### src/rtl/apb_master_nslv_if.sv
// Request/response and APB bus bundle for apb_master_nslv.
// master: the bridge's view. slave: the environment's view (requester plus APB slaves).
interface apb_master_nslv_if #(
    parameter int unsigned ADDR_W = 32,
    parameter int unsigned DATA_W = 32,
    parameter int unsigned NSLV   = 4
);
    localparam int unsigned STRB_W = DATA_W / 8;

    // Request/response side
    logic                     req_valid;
    logic                     req_ready;
    logic                     req_write;
    logic [ADDR_W-1:0]        req_addr;
    logic [DATA_W-1:0]        req_wdata;
    logic [STRB_W-1:0]        req_strb;
    logic                     rsp_valid;
    logic [DATA_W-1:0]        rsp_rdata;
    logic                     rsp_err;

    // APB side
    logic [NSLV-1:0]          Psel;
    logic                     Penable;
    logic                     Pwrite;
    logic [ADDR_W-1:0]        Paddr;
    logic [DATA_W-1:0]        Pwdata;
    logic [STRB_W-1:0]        Pstrb;
    logic [NSLV*DATA_W-1:0]   Prdata;
    logic [NSLV-1:0]          Pready;
    logic [NSLV-1:0]          Pslverr;

    modport master (
        input  req_valid, req_write, req_addr, req_wdata, req_strb,
        output req_ready, rsp_valid, rsp_rdata, rsp_err,
        output Psel, Penable, Pwrite, Paddr, Pwdata, Pstrb,
        input  Prdata, Pready, Pslverr
    );

    modport slave (
        output req_valid, req_write, req_addr, req_wdata, req_strb,
        input  req_ready, rsp_valid, rsp_rdata, rsp_err,
        input  Psel, Penable, Pwrite, Paddr, Pwdata, Pstrb,
        output Prdata, Pready, Pslverr
    );
endinterface

### src/rtl/apb_master_nslv.sv
// APB master bridging a valid/ready request port onto NSLV APB slaves.
// The slave index is taken from the top address bits.
// Optional build macro: APB_MASTER_TIMEOUT_EN -- aborts an ACCESS phase
// with an error response after TIMEOUT_CYC not-ready cycles.
module apb_master_nslv #(
    parameter int unsigned ADDR_W      = 32,
    parameter int unsigned DATA_W      = 32,
    parameter int unsigned NSLV        = 4,
    parameter int unsigned TIMEOUT_CYC = 255
) (
    input  logic                Pclk,
    input  logic                Presetn,
    apb_master_nslv_if.master   bus
);
    localparam int unsigned STRB_W = DATA_W / 8;
    localparam int unsigned SB     = (NSLV > 1) ? $clog2(NSLV) : 1;

    typedef enum logic [1:0] {
        IDLE   = 2'd0,
        SETUP  = 2'd1,
        ACCESS = 2'd2
    } state_t;

    state_t             state;
    logic               err_pend;
    logic [SB-1:0]      req_idx;
    logic               req_idx_ok;
    logic               req_ready_c;
    logic               go_setup;
    logic               bad_accept;
    logic               sel_ready;
    logic               sel_err;
    logic [DATA_W-1:0]  sel_rdata;

`ifdef APB_MASTER_TIMEOUT_EN
    localparam int unsigned TO_W = (TIMEOUT_CYC > 1) ? $clog2(TIMEOUT_CYC + 1) : 1;
    logic [TO_W-1:0]    to_cnt;
`else
    // TIMEOUT_CYC has no effect unless the timeout build is selected.
    if (TIMEOUT_CYC == 0) begin : g_timeout_unused
    end
`endif

    // Address decode, selected-slave response mux and request handshake.
    always_comb begin
        req_idx     = bus.req_addr[ADDR_W-1 -: SB];
        req_idx_ok  = (32'(req_idx) < NSLV);
        sel_ready   = |(bus.Pready  & bus.Psel);
        sel_err     = |(bus.Pslverr & bus.Psel);
        sel_rdata   = '0;
        for (int k = 0; k < int'(NSLV); k++) begin
            if (bus.Psel[k]) begin
                sel_rdata = sel_rdata | bus.Prdata[k*DATA_W +: DATA_W];
            end
        end
        req_ready_c = (state == IDLE) || ((state == ACCESS) && sel_ready);
        go_setup    = bus.req_valid && req_ready_c && req_idx_ok;
        bad_accept  = bus.req_valid && req_ready_c && !req_idx_ok;
    end

    assign bus.req_ready = req_ready_c;

    // FSM with registered APB and response outputs.
    // A decode error accepted at a completion edge cannot share that edge's
    // response pulse, so it is parked in err_pend and issued one cycle later.
    always_ff @(posedge Pclk or negedge Presetn) begin
        if (!Presetn) begin
            state         <= IDLE;
            err_pend      <= 1'b0;
            bus.Psel      <= '0;
            bus.Penable   <= 1'b0;
            bus.Pwrite    <= 1'b0;
            bus.Paddr     <= '0;
            bus.Pwdata    <= '0;
            bus.Pstrb     <= '0;
            bus.rsp_valid <= 1'b0;
            bus.rsp_rdata <= '0;
            bus.rsp_err   <= 1'b0;
`ifdef APB_MASTER_TIMEOUT_EN
            to_cnt        <= '0;
`endif
        end else begin
            bus.rsp_valid <= 1'b0;
            bus.rsp_err   <= 1'b0;
            bus.rsp_rdata <= '0;
            case (state)
                IDLE: begin
                    bus.rsp_valid <= err_pend || bad_accept;
                    bus.rsp_err   <= err_pend || bad_accept;
                    err_pend      <= err_pend && bad_accept;
                end
                SETUP: begin
                    bus.Penable <= 1'b1;
                    state       <= ACCESS;
`ifdef APB_MASTER_TIMEOUT_EN
                    to_cnt      <= '0;
`endif
                end
                ACCESS: begin
                    if (sel_ready) begin
                        bus.rsp_valid <= 1'b1;
                        bus.rsp_err   <= sel_err;
                        bus.rsp_rdata <= bus.Pwrite ? '0 : sel_rdata;
                        bus.Penable   <= 1'b0;
                        bus.Psel      <= '0;
                        err_pend      <= bad_accept;
                        state         <= IDLE;
                    end
`ifdef APB_MASTER_TIMEOUT_EN
                    else if (to_cnt == TO_W'(TIMEOUT_CYC - 1)) begin
                        bus.rsp_valid <= 1'b1;
                        bus.rsp_err   <= 1'b1;
                        bus.Penable   <= 1'b0;
                        bus.Psel      <= '0;
                        state         <= IDLE;
                    end else begin
                        to_cnt <= to_cnt + TO_W'(1);
                    end
`endif
                end
                default: state <= IDLE;
            endcase
            // Launch of a decodable request, from IDLE or back-to-back from ACCESS.
            if (go_setup) begin
                bus.Psel    <= NSLV'(1) << req_idx;
                bus.Penable <= 1'b0;
                bus.Pwrite  <= bus.req_write;
                bus.Paddr   <= bus.req_addr;
                bus.Pwdata  <= bus.req_write ? bus.req_wdata : '0;
                bus.Pstrb   <= bus.req_write ? bus.req_strb  : '0;
                state       <= SETUP;
            end
        end
    end
endmodule

### src/flat_wrapper.sv
// flat-port wrapper written by rule: the top's interface ports become plain ports
module apb_master_nslv_flat 
#(
    parameter int unsigned ADDR_W      = 32,
    parameter int unsigned DATA_W      = 32,
    parameter int unsigned NSLV        = 4,
    parameter int unsigned TIMEOUT_CYC = 255
)
  (Pclk, Presetn, bus_req_valid, bus_req_write, bus_req_addr, bus_req_wdata, bus_req_strb, bus_req_ready, bus_rsp_valid, bus_rsp_rdata, bus_rsp_err, bus_Psel, bus_Penable, bus_Pwrite, bus_Paddr, bus_Pwdata, bus_Pstrb, bus_Prdata, bus_Pready, bus_Pslverr);
  apb_master_nslv_if #(.ADDR_W(ADDR_W), .DATA_W(DATA_W), .NSLV(NSLV)) bus_i ();
  input  logic Pclk;
  input  logic Presetn;
  input wire logic [$bits(bus_i.req_valid)-1:0] bus_req_valid;
  input wire logic [$bits(bus_i.req_write)-1:0] bus_req_write;
  input wire logic [$bits(bus_i.req_addr)-1:0] bus_req_addr;
  input wire logic [$bits(bus_i.req_wdata)-1:0] bus_req_wdata;
  input wire logic [$bits(bus_i.req_strb)-1:0] bus_req_strb;
  output wire logic [$bits(bus_i.req_ready)-1:0] bus_req_ready;
  output wire logic [$bits(bus_i.rsp_valid)-1:0] bus_rsp_valid;
  output wire logic [$bits(bus_i.rsp_rdata)-1:0] bus_rsp_rdata;
  output wire logic [$bits(bus_i.rsp_err)-1:0] bus_rsp_err;
  output wire logic [$bits(bus_i.Psel)-1:0] bus_Psel;
  output wire logic [$bits(bus_i.Penable)-1:0] bus_Penable;
  output wire logic [$bits(bus_i.Pwrite)-1:0] bus_Pwrite;
  output wire logic [$bits(bus_i.Paddr)-1:0] bus_Paddr;
  output wire logic [$bits(bus_i.Pwdata)-1:0] bus_Pwdata;
  output wire logic [$bits(bus_i.Pstrb)-1:0] bus_Pstrb;
  input wire logic [$bits(bus_i.Prdata)-1:0] bus_Prdata;
  input wire logic [$bits(bus_i.Pready)-1:0] bus_Pready;
  input wire logic [$bits(bus_i.Pslverr)-1:0] bus_Pslverr;
  assign bus_i.req_valid = bus_req_valid;
  assign bus_i.req_write = bus_req_write;
  assign bus_i.req_addr = bus_req_addr;
  assign bus_i.req_wdata = bus_req_wdata;
  assign bus_i.req_strb = bus_req_strb;
  assign bus_req_ready = bus_i.req_ready;
  assign bus_rsp_valid = bus_i.rsp_valid;
  assign bus_rsp_rdata = bus_i.rsp_rdata;
  assign bus_rsp_err = bus_i.rsp_err;
  assign bus_Psel = bus_i.Psel;
  assign bus_Penable = bus_i.Penable;
  assign bus_Pwrite = bus_i.Pwrite;
  assign bus_Paddr = bus_i.Paddr;
  assign bus_Pwdata = bus_i.Pwdata;
  assign bus_Pstrb = bus_i.Pstrb;
  assign bus_i.Prdata = bus_Prdata;
  assign bus_i.Pready = bus_Pready;
  assign bus_i.Pslverr = bus_Pslverr;
  apb_master_nslv #(.ADDR_W(ADDR_W), .DATA_W(DATA_W), .NSLV(NSLV), .TIMEOUT_CYC(TIMEOUT_CYC)) u_core (.Pclk(Pclk), .Presetn(Presetn), .bus(bus_i));
endmodule
### config.mk
export PLATFORM = sky130hd
export DESIGN_NAME = apb_master_nslv_flat
export DESIGN_NICKNAME = d
export VERILOG_FILES = /design/src/rtl/apb_master_nslv_if.sv /design/src/rtl/apb_master_nslv.sv /design/src/flat_wrapper.sv
export SDC_FILE = /design/constraint.sdc
export NUM_CORES = 1
export LEC_CHECK = 0
export BUFFER_PORTS_ARGS = -buffer_cell sky130_fd_sc_hd__buf_2
export CAP_MARGIN = 5
export CORE_AREA = 5 5 120 122
export DETAILED_ROUTE_END_ITERATION = 10
export DIE_AREA = 0 0 125 127
export PLACE_DENSITY = 0.73
export SLEW_MARGIN = 20
export SYNTH_ARGS = -nofsm -noshare
export SYNTH_HDL_FRONTEND = slang
export SYNTH_SLANG_ARGS = --single-unit
### constraint.sdc
create_clock -name Pclk -period 2.8 [get_ports Pclk]
set_clock_uncertainty 0.2 [all_clocks]
set_input_delay 0.14 -clock Pclk [delete_from_list [all_inputs] [get_ports Pclk]]
set_output_delay 0.14 -clock Pclk [all_outputs]
set_load 0.01 [all_outputs]
-- Yosys cells after proc, flatten, opt, wreduce, memory -nomap -nowiden
Cells that the tools add are included.
- equal/unequal tests: 5
- shift operators: 1
- mux-type cells: 23
- bitwise operators: 5
- reductions and logical operators: 14
- operators by type and width (kind ; number):
    $mux W32 ; 8
    $or A32 B32 Y32 ; 3
    $mux W4 ; 4
    $and A4 B4 Y4 ; 2
    $pmux W1 S2 ; 4
    $reduce_and A2 Y1 ; 4
    $reduce_or A4 Y1 ; 2
    $pmux W2 S3 ; 1
    $reduce_bool A2 Y1 ; 3
    $mux W1 ; 4
    $mux W2 ; 2
    $ne A2 B1 Y1 const B ; 2
    $shl A1 B2 Y4 const A ; 1
    $ne A3 B1 Y1 const B ; 1
    $reduce_bool A3 Y1 ; 1
    $eq A2 B1 Y1 const B ; 1
    $eq A2 B2 Y1 const B ; 1
    $logic_and A1 B1 Y1 ; 2
    $logic_not A2 Y1 ; 1
    $logic_or A1 B1 Y1 ; 1
- bits in registers: 111
- input bits: 208
- output and inout port bits: 109
- logic and storage cells: 59

-- Longest topological paths before layout
- word-level depth: 10
- depth in mapped cells: 8
- gate-level depth less buffers: 6

-- Worst setup path before layout
No wires, ideal clock.
- path type: flip-flop to flip-flop
- start: register u_core.state[0]
- end: register u_core.bus.Paddr[10]
- library setup time: 0.125 ns
- arrival time: 1.644 ns
- data required time: 2.475 ns
- setup slack: 0.830 ns
- stages on the path, launching flop included: 9
- path buffers: 2
- period minus slack after synthesis: 1.970 ns
- path through: dfrtp_1 inv_1 ha_1 nand2_1 a21oi_2 nand2b_4 buf_6 buf_6 mux2_4
- longest elaborated chain between the ends: 4
- elaborated cells between the ends (all ways): 5
- classes of those cells: eq/ne: 1; reduce/logical: 4
- RTL lines (element ; line ; text):
    start, declared ; apb_master_nslv.sv:24 ; state_t state;
    start signal, assigned ; apb_master_nslv.sv:68 ; state <= IDLE;
    start signal, assigned ; apb_master_nslv.sv:94 ; state <= ACCESS;
    start signal, assigned ; apb_master_nslv.sv:107 ; state <= IDLE;
    $eq A2 B2 Y1 ; apb_master_nslv.sv:56 ; req_ready_c = (state == IDLE) || ((state == ACCESS) && sel_ready);
    $logic_and A1 B1 Y1 ; apb_master_nslv.sv:56 ;
    $logic_or A1 B1 Y1 * ; apb_master_nslv.sv:56 ;
    $logic_and A1 B1 Y1 * ; apb_master_nslv.sv:57 ; go_setup = bus.req_valid && req_ready_c && req_idx_ok;
    end signal, assigned ; apb_master_nslv.sv:128 ; bus.Paddr <= bus.req_addr;
    end, declared ; apb_master_nslv_if.sv:35 ; output Psel, Penable, Pwrite, Paddr, Pwdata, Pstrb,
Mark *: on every way between the ends. The rest lies on a longest branch, timed or not.
A chain may end at the register's enable or synchronous reset.

-- Worst setup path in the final report
- start: register u_core.bus.Psel[1]
- end: register u_core.bus.rsp_rdata[27]
- longest elaborated chain between the ends: 8
- elaborated cells between the ends (all ways): 10
- classes of those cells: mux: 6; bitwise: 3; reduce/logical: 1
- RTL lines (element ; line ; text):
    start, declared ; apb_master_nslv_if.sv:35 ;
    start signal, assigned ; apb_master_nslv.sv:125 ; bus.Psel <= NSLV'(1) << req_idx;
    $mux W32 ; apb_master_nslv.sv:52 ; if (bus.Psel[k]) begin
    $or A32 B32 Y32 ; apb_master_nslv.sv:53 ; sel_rdata = sel_rdata | bus.Prdata[k*DATA_W +: DATA_W];
    $mux W32 ; apb_master_nslv.sv:52 ;
    $or A32 B32 Y32 ; apb_master_nslv.sv:53 ;
    $mux W32 ; apb_master_nslv.sv:52 ;
    $mux W32 ; apb_master_nslv.sv:103 ; bus.rsp_rdata <= bus.Pwrite ? '0 : sel_rdata;
    $mux W32 * ; apb_master_nslv.sv:100 ; if (sel_ready) begin
    $mux W32 * ; apb_master_nslv.sv:86 ; case (state)
    end signal, assigned ; apb_master_nslv.sv:103 ;
    end, declared ; apb_master_nslv_if.sv:34 ; output req_ready, rsp_valid, rsp_rdata, rsp_err,
Marked as above.

==> results_dict.tcl <==
set metrics [dict create \
    wirelength_um 20700 \
    synth.distinct_cells 28 \
    grt_max_degree 72 \
    yosysSeqAreaShare_pct 57.1 \
    hold_path_depth 4 \
    syn-num-nets 637 \
    io_buffers 316 \
    power_density_nw_per_um2 373 \
    irDropWorstVdd_v 0.000231 \
    grt_usage_pct 25.4 \
    synth_edf_count 0 \
    p_int_mw 2.42 \
    reg2reg_depth 5 \
    grt_antenna_before_repair 6 \
    endpoint_kind "flip-flop" \
    die-area_um2 15900 \
    drtIter0Drc 406 \
    globalRouteOverflowTotal 0 \
    num_rows 42 \
    wl_per_cell_um 19.1 \
    synth_top_area_cell "dfrtp_1" \
    ant_nets 0 \
    combPwrFrac_pct 10.5 \
    gp_congestion 0.867 \
    clkTransAtPathRegs_ns 0.08 \
    cp.required_ns 2.89 \
    synth_seq_cells 110 \
    drc 0 \
    syn_area_um2 4820 \
    power_mw 3.18 \
    tns_ns 0 \
    grt_first_pass_wirelength_um 32100 \
    drv_slew 0 \
    p_sw_mw 0.764 \
    core-area_um2 13100 \
    ios 317 \
    fmax_mhz 386 \
    netlist_instances 426 \
    avgSynthCellArea_um2 11.3 \
    n_fill_cell 946 \
    placed_cell_area_um2 6540 \
    yosysMostFrequentCell "dfrtp_1" \
    drtPass1Iterations 5 \
    grt_pass1_vias 5847 \
    ys_dominant_reg_cell "dfrtp_1" \
    critPathLaunchType "flip-flop" \
    clk_latency_ns 0.35 \
    pwr-share-clk_pct 39.7 \
    fin_area_um2 8530 \
    cts_buffers 9 \
    yosys_warnings 0 \
    die_h_um 127 \
    htree_levels 3 \
    hold_ws_ns 0.0980 \
    finalCritPeriodShare_pct 92.6 \
    cts_tree "done" \
    switching_share_pct 24.0 \
    start_util_pct 36.8 \
    clk_path_buf_depth 2 \
    die_w_um 125 \
    min_period_ns 2.59 \
    cp_max_fo 35 \
    via_per_inst 5.07 \
    outcome "complete, no violations" \
    cts_sinks 110 \
    hold_viol_final 0 \
    hp-class "in -> reg" \
    crit_type "reg -> reg" \
    worstPathArrival_ns 2.68 \
    dr_total_vias 5474 \
    setup_viol 0 \
    rsz0062_at_grt "no" \
    tightest_slew_ns 0.911 \
    drive_above_1_share_pct 42.1 \
    synth_top_area_share_pct 57.1 \
    synth_area_leaders "dfrtp_1, a22oi_1, mux2_4" \
    r2r_setup_slack_ns 0.21 \
    area_delta_synth_final_pct 77.1 \
    synthTopCellsByCount "dfrtp_1, nand2_1, a22oi_1" \
    cap_violations 0 \
    clockRootBuffer "clkbuf_16" \
    power_frac_seq_pct 49.8 \
    synth_async_sr_flop_share_pct 100 \
    hpwl_um 12900 \
    leakagePower_nw 4.35 \
    maxSlewHeadroom_pct 39.3 \
    nets 1104 \
    post_cts_buffers 0 \
]
[stage by stage]
| stage | instances | utilization [%] | worst slack, ns |
|---|---|---|---|
| floorplan | 426 | - | 0.830 |
| global placement | 889 | 49.9 | 0.557 |
| detailed placement | 889 | 49.9 | 0.546 |
| CTS | 1074 | 65.1 | 0.266 |
| global route | 1080 | 65.2 | 0.147 |
| finish | 1080 | 65.2 | 0.209 |
[state kept, by name, indices dropped and copies added (netlist names)]
| name | flops |
|---|---|
| u_core.bus.rsp_valid | 1 |
| u_core.bus.Paddr | 32 |
| u_core.bus.Pwrite | 1 |
| u_core.bus.Pwdata | 32 |
| u_core.bus.rsp_rdata | 32 |
| u_core.bus.Pstrb | 4 |
| u_core.state | 2 |
| u_core.bus.rsp_err | 1 |
| u_core.bus.Psel | 4 |
| u_core.bus.Penable | 1 |
[cells in the final DEF (no fill, tap or decap), types with 4 or more instances in the layout]
master,netlist,final
a21oi_1,35,35
dfrtp_1,110,110
a32o_1,4,4
mux2_4,26,26
diode_2,0,6
o22ai_1,38,38
a22oi_1,66,66
buf_2,7,315
mux2_2,5,5
inv_1,6,6
nand2_1,79,79
buf_4,0,10
dlygate4sd3_1,0,169
clkbuf_16,0,9
[timing repair]
| action | in CTS | in global routing |
|---|---|---|
| endpoints found under the hold margin | 175 | 0 |
| gates resized for setup | 0 | 0 |
| hold buffers | 169 | 0 |
[cell type report]
type	instances	area [µm²]	share of cell area, %
repair buffers	495	3360	39.4
flip-flops and latches	110	2750	32.3
multi-input cells	271	1870	21.9
clock buffers	9	225	2.64
well taps	176	220	2.58
clock inverters	7	65.1	0.763
inverters	6	22.5	0.264
diodes	6	15.0	0.176
[worst paths after layout]
path                                     start                       end
setup / recovery            u_core.bus.Psel[1]  u_core.bus.rsp_rdata[27]
hold / removal                   bus_Pready[1]           u_core.state[1]
setup reg to reg            u_core.bus.Psel[1]  u_core.bus.rsp_rdata[27]
hold reg to reg            u_core.bus.Paddr[3]       u_core.bus.Paddr[3]
max in group asynchronous              Presetn     u_core.bus.Pwdata[24]
min in group asynchronous              Presetn  u_core.bus.rsp_rdata[16]
[cells by family after synthesis]
| logic type | Yosys count | share of synthesized area, % |
|---|---|---|
| multiplexers | 31 | 9.27 |
| AND/OR/NAND/NOR | 84 | 6.93 |
| buffers and inverters | 45 | 4.31 |
| AO/OA/AOI/OAI | 153 | 21.6 |
| flip-flops | 110 | 57.1 |
| adder cells (fa/ha/maj) | 3 | 0.779 |
[worst max-delay path, stage by stage (launching register included)]
cell,delay [ns]
dfrtp_1,0.41
buf_4,0.39
a22oi_1,0.17
dlygate4sd3_1,0.59
a21oi_1,0.18
dlygate4sd3_1,0.58
[power by group through the flow]
stage / clock, mW / sequential, mW / combinational (mW)
floorplan: 0 / 1.62 / 0.0232
global placement: 0 / 1.62 / 0.204
detailed placement: 0 / 1.62 / 0.208
CTS: 1.29 / 1.59 / 0.323
global route: 1.36 / 1.59 / 0.365
finish: 1.26 / 1.59 / 0.333
[routing by layer]
| layer | global-route usage [%] | wire length [µm] | part of all wire [%] |
|---|---|---|---|
| met3 | 6.09 | 1620 | 7.8 |
| met5 | 0 | 0 | 0 |
| met4 | 14.2 | 961 | 4.7 |
| met1 | 28.1 | 7130 | 35 |
| met2 | 45.0 | 10900 | 53 |
Power figures use the tool's default switching activity.
